<file path="src/rtl/mem_arb_pkg.sv">
// mem_arb_pkg
//   Shared definitions for the unified-RAM front-end arbiter.
//   - SIZE_* : per-channel transfer size codes (code 3 behaves as a word)
//   - arb_state_e : arbiter FSM states
//   - size_to_bytes : size code -> byte count (1, 2 or 4)
package mem_arb_pkg;

  localparam logic [1:0] SIZE_B = 2'd0;
  localparam logic [1:0] SIZE_H = 2'd1;
  localparam logic [1:0] SIZE_W = 2'd2;

  typedef enum logic [1:0] {
    IDLE = 2'd0,
    RUN  = 2'd1,
    DONE = 2'd2
  } arb_state_e;

  function automatic logic [2:0] size_to_bytes(input logic [1:0] sz);
    case (sz)
      SIZE_B:  return 3'd1;
      SIZE_H:  return 3'd2;
      SIZE_W:  return 3'd4;
      default: return 3'd4;
    endcase
  endfunction

endpackage

</file>
<file path="src/rtl/rr_arbiter.sv">
// rr_arbiter
//   Combinational winner selection for mem_arbiter.
//   Ports:
//     req  [NUM_CH] : request vector
//     ptr  [PTR_W]  : index of the previous winner (round-robin mode only)
//     mode          : 0 = lowest index wins, 1 = scan upward from ptr+1 with wrap
//     gnt  [NUM_CH] : one-hot winner, all zero when no request is set
module rr_arbiter #(
  parameter int unsigned NUM_CH = 2,
  parameter int unsigned PTR_W  = (NUM_CH > 1) ? $clog2(NUM_CH) : 1
) (
  input  logic [NUM_CH-1:0] req,
  input  logic [PTR_W-1:0]  ptr,
  input  logic              mode,
  output logic [NUM_CH-1:0] gnt
);

  logic             found;
  logic [PTR_W-1:0] ch;

  always_comb begin
    gnt   = '0;
    found = 1'b0;
    ch    = '0;
    for (int unsigned i = 0; i < NUM_CH; i++) begin
      if (mode) begin
        ch = PTR_W'((32'(ptr) + 32'd1 + i) % NUM_CH);
      end else begin
        ch = PTR_W'(i);
      end
      if (!found && req[ch]) begin
        gnt[ch] = 1'b1;
        found   = 1'b1;
      end
    end
  end

endmodule

</file>
<file path="src/rtl/mem_arbiter.sv">
// mem_arbiter
//   NUM_CH-channel arbiter and byte serialiser in front of the 8-bit
//   unified RAM bus. One transfer (1, 2 or 4 bytes, read or write) is
//   serviced at a time; the owner gets a one-cycle ready pulse at the end.
//   A flush aborts an in-flight read but lets an in-flight write finish.
//   Ports:
//     clk_in, rst_in (async, active low), rdy_in (global enable), flush
//     req/wr [NUM_CH], addr [NUM_CH*ADDR_W], wdata [NUM_CH*32],
//     size [NUM_CH*2]                 : per-channel request fields
//     ready [NUM_CH], rdata [32]      : completion pulse and read result
//     grant [NUM_CH]                  : one-hot owner while a transfer runs
//     mem_din, mem_dout, mem_a, mem_wr: RAM bus (mem_din lags mem_a by one cycle)
//   ADDR_W must not exceed 32; addresses are zero-extended onto mem_a.
module mem_arbiter
  import mem_arb_pkg::*;
#(
  parameter int unsigned NUM_CH  = 2,
  parameter int unsigned RR_MODE = 1,
  parameter int unsigned ADDR_W  = 32
) (
  input  logic                     clk_in,
  input  logic                     rst_in,
  input  logic                     rdy_in,
  input  logic                     flush,
  input  logic [NUM_CH-1:0]        req,
  input  logic [NUM_CH-1:0]        wr,
  input  logic [NUM_CH*ADDR_W-1:0] addr,
  input  logic [NUM_CH*32-1:0]     wdata,
  input  logic [NUM_CH*2-1:0]      size,
  output logic [NUM_CH-1:0]        ready,
  output logic [31:0]              rdata,
  output logic [NUM_CH-1:0]        grant,
  input  logic [7:0]               mem_din,
  output logic [7:0]               mem_dout,
  output logic [31:0]              mem_a,
  output logic                     mem_wr
);

  localparam int unsigned PTR_W = (NUM_CH > 1) ? $clog2(NUM_CH) : 1;

  arb_state_e state_q, state_d;

  logic [NUM_CH-1:0] win_oh;
  logic [PTR_W-1:0]  win_idx;
  logic [PTR_W-1:0]  ptr_q;
  logic [NUM_CH-1:0] owner_q;

  logic              sel_wr;
  logic [ADDR_W-1:0] sel_addr;
  logic [31:0]       sel_wdata;
  logic [1:0]        sel_size;

  logic        wr_q;
  logic [31:0] addr_q;
  logic [31:0] wdata_q;
  logic [31:0] result_q;
  logic [2:0]  n_q;
  logic [2:0]  idx_q;
  logic [1:0]  cap_sel;
  logic        start;

  // Winner selection
  rr_arbiter #(
    .NUM_CH(NUM_CH),
    .PTR_W (PTR_W)
  ) u_rr (
    .req (req),
    .ptr (ptr_q),
    .mode(RR_MODE != 0),
    .gnt (win_oh)
  );

  always_comb begin
    win_idx = '0;
    for (int unsigned i = 0; i < NUM_CH; i++) begin
      if (win_oh[i]) win_idx = PTR_W'(i);
    end
  end

  // One-hot mux of the winning channel's request fields
  always_comb begin
    sel_wr    = 1'b0;
    sel_addr  = '0;
    sel_wdata = '0;
    sel_size  = '0;
    for (int unsigned i = 0; i < NUM_CH; i++) begin
      if (win_oh[i]) begin
        sel_wr    = wr[i];
        sel_addr  = addr[i*ADDR_W +: ADDR_W];
        sel_wdata = wdata[i*32 +: 32];
        sel_size  = size[i*2 +: 2];
      end
    end
  end

  assign start   = (state_q == IDLE) && !flush && (|req);
  // Read byte k arrives while idx = k+1, one cycle after its address.
  assign cap_sel = 2'(idx_q - 3'd1);

  // FSM state register
  always_ff @(posedge clk_in or negedge rst_in) begin
    if (!rst_in) begin
      state_q <= IDLE;
    end else if (rdy_in) begin
      state_q <= state_d;
    end
  end

  // Next state and bus/handshake outputs (Moore, so rdy_in low holds them)
  always_comb begin
    state_d  = state_q;
    grant    = '0;
    ready    = '0;
    rdata    = '0;
    mem_a    = '0;
    mem_wr   = 1'b0;
    mem_dout = '0;
    case (state_q)
      IDLE: begin
        if (start) state_d = RUN;
      end
      RUN: begin
        grant = owner_q;
        if (wr_q) begin
          // Writes ignore flush: a started store always completes.
          mem_a    = addr_q + 32'(idx_q);
          mem_wr   = 1'b1;
          mem_dout = wdata_q[{idx_q[1:0], 3'b000} +: 8];
          if (idx_q == n_q - 3'd1) state_d = DONE;
        end else begin
          // Extra cycle at idx = n only collects the last returned byte.
          if (idx_q < n_q) mem_a = addr_q + 32'(idx_q);
          if (flush) begin
            state_d = IDLE;
          end else if (idx_q == n_q) begin
            state_d = DONE;
          end
        end
      end
      DONE: begin
        // No grant here, so a req still high during its own ready is not re-served.
        ready   = owner_q;
        rdata   = wr_q ? 32'd0 : result_q;
        state_d = IDLE;
      end
      default: state_d = IDLE;
    endcase
  end

  // Latched request, byte index, read assembly and round-robin pointer
  always_ff @(posedge clk_in or negedge rst_in) begin
    if (!rst_in) begin
      owner_q  <= '0;
      ptr_q    <= PTR_W'(NUM_CH - 1);
      wr_q     <= 1'b0;
      addr_q   <= '0;
      wdata_q  <= '0;
      result_q <= '0;
      n_q      <= '0;
      idx_q    <= '0;
    end else if (rdy_in) begin
      case (state_q)
        IDLE: begin
          if (start) begin
            owner_q  <= win_oh;
            wr_q     <= sel_wr;
            addr_q   <= 32'(sel_addr);
            wdata_q  <= sel_wdata;
            n_q      <= size_to_bytes(sel_size);
            idx_q    <= '0;
            result_q <= '0;
            if (RR_MODE != 0) ptr_q <= win_idx;
          end
        end
        RUN: begin
          idx_q <= idx_q + 3'd1;
          if (!wr_q && idx_q != 3'd0) begin
            result_q[{cap_sel, 3'b000} +: 8] <= mem_din;
          end
        end
        default: ;
      endcase
    end
  end

endmodule

</file>
<file path="config.mk">
export PLATFORM = sky130hd
export DESIGN_NAME = mem_arbiter
export DESIGN_NICKNAME = d
export VERILOG_FILES = /design/src/rtl/mem_arb_pkg.sv /design/src/rtl/rr_arbiter.sv /design/src/rtl/mem_arbiter.sv
export SDC_FILE = /design/constraint.sdc
export NUM_CORES = 1
export LEC_CHECK = 0
export ABC_AREA = 1
export CAP_MARGIN = 15
export CORE_ASPECT_RATIO = 0.7
export CORE_MARGIN = 2
export CORE_UTILIZATION = 40
export DETAILED_ROUTE_END_ITERATION = 16
export GPL_ROUTABILITY_DRIVEN = 0
export MAX_ROUTING_LAYER = met4
export PLACE_DENSITY = 0.74
export SYNTH_ARGS = -nofsm -noshare
export SYNTH_HDL_FRONTEND = slang
export SYNTH_HIERARCHICAL = 1
export SYNTH_SLANG_ARGS = --single-unit
</file>
<file path="constraint.sdc">
create_clock -name clk_in -period 3.06 [get_ports clk_in]
set_input_delay 0.765 -clock clk_in [delete_from_list [all_inputs] [get_ports clk_in]]
set_output_delay 0.765 -clock clk_in [all_outputs]
set_load 0.005 [all_outputs]
</file>
Yosys cells after proc, flatten, opt, wreduce, memory -nomap -nowiden. Cells that the tools add are included. W data, S select, Z words.

Register bits: 108. Bits in latches: 0. RAM bits: 0. ROM bits: 0. Input port bits: 148. Output and inout port bits: 77. Logic and storage cells: 96. Memories: 0.

Add/sub/neg operators: 7. Multipliers: 0. Div/mod/pow operators: 0. Magnitude comparators: 5. Equal/unequal tests: 9. Shift operators: 3. Multiplexer cells: 44. Bitwise logic cells: 1. Reduce and logical (&&, ||, !) cells: 18.

Operator list (count): $mux W32 (11); $pmux W32 S2 (1); $add A32 B3 Y32 (1); $bwmux W32 (1); $shift A8 B7 Y32 const A (1); $shiftx A32 B6 Y8 (1); $shiftx A8 B7 Y32 (1); $mux W2 (11); $mux W8 (2); $mux W1 (12); $pmux W3 S2 (2); $reduce_and A4 Y1 (2); $neg A5 Y7 (1); $eq A3 B3 Y1 (2); $logic_and A1 B1 Y1 (6); $reduce_and A3 Y1 (2); $eq A2 B1 Y1 const B (2); $logic_not A2 Y1 (2); $lt A1 B2 Y1 const B (2); $ne A2 B2 Y1 const B (2); $ne A4 B4 Y1 const B (1); $pmux W2 S2 (1); $add A3 B1 Y3 const B (1); $logic_not A1 Y1 (3); other kinds (13) (16).

Depth between registers and ports, before layout.
Depth after elaboration: 12. Mapped depth: 13. Mapped depth without buffers: 12.

Cells and area by module. Netlist, hierarchy kept.

Modules (own cells, without submodules): mem_arbiter (instances 1, cells each 979, area each 6759.0 µm², seq. area each 2703.8 µm²); rr_arbiter (instances 1, cells each 7, area each 33.8 µm², seq. area each 0.0 µm²).

Worst setup path after synthesis. Ideal clock, no wire load.

Path type: register to output. Start point: reg idx_q[1]. End point: out mem_a[14]. Arrival: 2.186 ns. Required time: 2.295 ns. Slack: 0.109 ns. Stages on the path, launching flop included: 11. Path buffers: 1. Path through: dfrtp_1 > buf_2 > clkinv_1 > fa_1 > inv_1 > nand3_1 > nand2_1 > nand2_1 > nor2_1 > nor2_1 > nor3b_1.

Cells in the longest elaborated chain, start to end: 4. Elaborated cells on any way between the ends: 5. Those cells by class: 1 x add/sub; 1 x order compare; 3 x mux.

RTL lines: start: declaration (line mem_arbiter.sv:58) `logic [2:0] idx_q;`; start signal: assignment (line mem_arbiter.sv:176) `idx_q <= idx_q + 3'd1;`; $add A32 B3 Y32 or $lt A3 B3 Y1 (tied branches) (line mem_arbiter.sv:126, mem_arbiter.sv:132); $mux W32 (line mem_arbiter.sv:132) `if (idx_q < n_q) mem_a = addr_q + 32'(idx_q);`; $mux W32 (*) (line mem_arbiter.sv:124) `if (wr_q) begin`; $mux W32 (*) (line mem_arbiter.sv:118) `case (state_q)`; end: declaration (line mem_arbiter.sv:35) `output logic [31:0] mem_a,`.

Mark *: on every way between the ends. The rest lies on a longest branch, timed or not.

Worst setup path after layout.
Start point: reg idx_q[0]. End point: out mem_a[28].

The elaborated chain is that of the path after synthesis.

==> results.md <==
- Max-Cap Viols: 0
- Layout Nets: 1388
- Ys flop type: dfrtp_1
- Mapped Nets: 1147
- Worst-path clk slew: 0.08 ns
- FF-to-FF Start: idx_q[0]
- Post-synthesis instance area: 0.00679 mm^2
- # setup viols final: 10
- FFs w/ async S/R, synth: 100%
- H-tree depth: 3
- Syn_area_per_cell: 6.89 um^2
- # IOs: 225
- Worst endpoint required time: 2.29 ns
- Hold violation total from the final report: 0
- Post-placement cell count: 1415
- Die X: 160 um
- Die area: 0.0181 mm^2
- Total number of vias: 7381
- Core area: 0.0164 mm^2
- R2r worst-path depth: 8
- Skew-Pair Late Insertion Delay: 0.35 ns
- Share of the yosys chip area belonging to registers: 39.8%
- DRT iter0 DRCs: 619
- Yosys top cell area share: 39.4%
- Synth Register Bits: 108
- Violated checks: setup timing
- Peak Freq: 317 MHz
- Tcrit/Tclk final: 103%
- FF-to-FF setup slack: 0.82 ns
- Count leader, synth: nand2_1
- CP Max Fanout: 5
- Type of the tightest min-delay check: in2async
- Initial antenna violation count: 0
- Antenna-violating nets left: 0
- Post-synth EDFFs: 0
- Area grow syn2layout: 48.0%
- Remaining DRCs: 0
- Period minus WS final: 3.16 ns
- Worst Setup End Kind: primary output
- Pre-antenna DRT Iters: 5
- Via density: 5.07
- Initial core utilization: 41.3%
- Clock tree buffer depth: 2
- Port Buffer Count: 224
- CTS Buf Count: 9
- Layout cells sized above 1: 13.3%
- Worst Setup Path Type: reg2out
- Maximum number of pins on one net before global-route repair: 82
- FP Rows: 39
- Avg WL per Cell: 15.2 um
- Post-synth top cells: nand2_1, nor2_1, dfrtp_1
- Dpl hpwl: 16200 um
- Setup TNS: -0.573 ns
- Data arrival time of the worst path: 2.39 ns
- Leakage power: 4.36 nW
- Crit Reg-Reg Endpoint: result_q[11]
- YS warnings: 6
- Hold-fix buffers, CTS: 0
- Vias in the first global route: 6865
- Count of cell types in the netlist: 37
- Status: finished with violations
- CTS Sinks: 108
- Mapped Cells: 986
- Worst Setup SP: idx_q[0]
- CTS root buffer: clkbuf_16
- Total gr overflow: 0
- Global-route wire length before repair: 34900 um
- Die H: 113 um
- Leading area contributor after synthesis: dfrtp_1
- Final Max Slew Viols: 0
- Peak supply drop: 344 uV
- Unrepaired setup endpoints after global routing: true
- Final std cells w/o fill: 1457
- PD cells: 707 mW/mm^2
- Slew margin rel.: 57.1%
- Worst setup SP type: register
- Overall routed net length: 22200 um
- GRT Overall Usage: 24.9%
- Worst setup margin: -0.0987 ns
- Worst slew pin tran: 0.640 ns
- Worst clock skew: 0.0106 ns
- Synth top area cells: dfrtp_1, nand2_1, nor2_1
- CTS tree: done
- # diodes: 0
==> kinds of logic (layout without fill, tap and decap cells) <==
group	after synthesis	in the layout	share of synthesized area (%)
AND/OR/NAND/NOR	534	534	32.1
other	1	1	0.0552
adder cells (fa/ha/maj)	13	13	2.51
AO/OA/AOI/OAI	207	207	17.9
buffers and inverters	123	369	7.57
flip-flops	108	108	39.8
==> layout by cell type (no fill, tap or decap), types with 2 or more instances in the layout <==
master and instances:
ha_1 9, nor2_1 155, nand3_2 5, clkbuf_16 9, buf_12 6, inv_4 3
nor3b_2 3, buf_6 12, nor3_1 7, a21oi_1 17, dfrtp_1 104, clkinv_4 2
nand2_1 290, a21oi_2 3, inv_2 9, a22oi_1 66, o21ai_1 24, o21ai_0 92
dfrtp_2 3, nor2_4 8, buf_4 37, clkinv_1 2, nor3_2 3, or2_2 2
nand3_4 3, nor3b_1 4, nand2_4 5, nor3_4 2, clkdlybuf4s15_1 3, nand3_1 28
clkdlybuf4s50_1 193, ha_4 2, nand2_2 7, nor2_2 10, buf_2 7, inv_8 2
dlygate4sd2_1 7, clkbuf_2 11, inv_1 61
==> cell type report <==
class / count / area (um^2)
Fill cell: 1518 / 6390
Multi-Input combinational cell: 755 / 3810
Sequential cell: 108 / 2710
Timing Repair Buffer: 278 / 2670
Inverter: 75 / 289
Tap cell: 225 / 282
Clock buffer: 10 / 239
Clock inverter: 6 / 53.8
==> worst max-delay path, stage by stage (launching register included) <==
cell and delay (ns):
dfrtp_1 0.39, ha_2 0.21, inv_2 0.04, fa_2 0.37
inv_2 0.08, nand3_2 0.08, nand2_4 0.10, buf_6 0.11
nand3_4 0.07, nor2_4 0.11, buf_6 0.11, buf_4 0.09
nand2_1 0.04, nor2_1 0.10, nor2_2 0.04, clkbuf_2 0.10
==> timing repair <==
| item | 4_1_cts | 5_1_grt |
|---|---|---|
| buffers inserted | 16 | 11 |
| resized for setup | 75 | 80 |
| pin swaps | 10 | 23 |
| gates cloned | 0 | 0 |
| endpoints found under the setup margin | 33 | 34 |
==> layer usage <==
metal / wire length [um] / global-route usage (%) / share of wire, % / up-vias
met5: 0 / - / 0 / -
met4: 188 / 4.97 / 0.85 / 0
met3: 1690 / 5.65 / 7.6 / 15
met2: 9540 / 36.6 / 43 / 282
met1: 10700 / 35.3 / 48 / 3395
li1: - / - / - / 3689
==> state kept, by name (all words and copies together), names as in the netlist <==
name      cells
wr_q          1
ptr_q         1
n_q           3
result_q     32
idx_q         3
state_q       2
wdata_q      32
addr_q       32
owner_q       2
==> where the power goes <==
part	switching (W)	internal, W
clock network	0.000571	0.000592
logic	0.00208	0.00143
registers	0.000485	0.00195
==> stage by stage <==
step           hold WS [ns]  utilization (%)  worst slack [ns]  instance area (um^2)  total power (W)
6_report              0.323             61.1           -0.0987                 10100          0.00710
2_1_floorplan         0.442                -             0.109                  6790          0.00435
3_3_place_gp          0.454             57.0           -0.0701                  9370          0.00558
4_1_cts               0.326             59.8            -0.138                  9840          0.00690
5_1_grt               0.344             61.1            -0.262                 10100          0.00769
3_5_place_dp          0.465             57.0            -0.104                  9370          0.00565
==> how the worst max path moves through the flow <==
stage	endpoint	cells after the start
3_3_place_gp	mem_a[26]	13
3_5_place_dp	mem_a[26]	13
6_report	mem_a[28]	15
4_1_cts	mem_a[24]	14
5_1_grt	mem_a[18]	13
2_1_floorplan	mem_a[14]	10
Power figures use the tool's default switching activity.
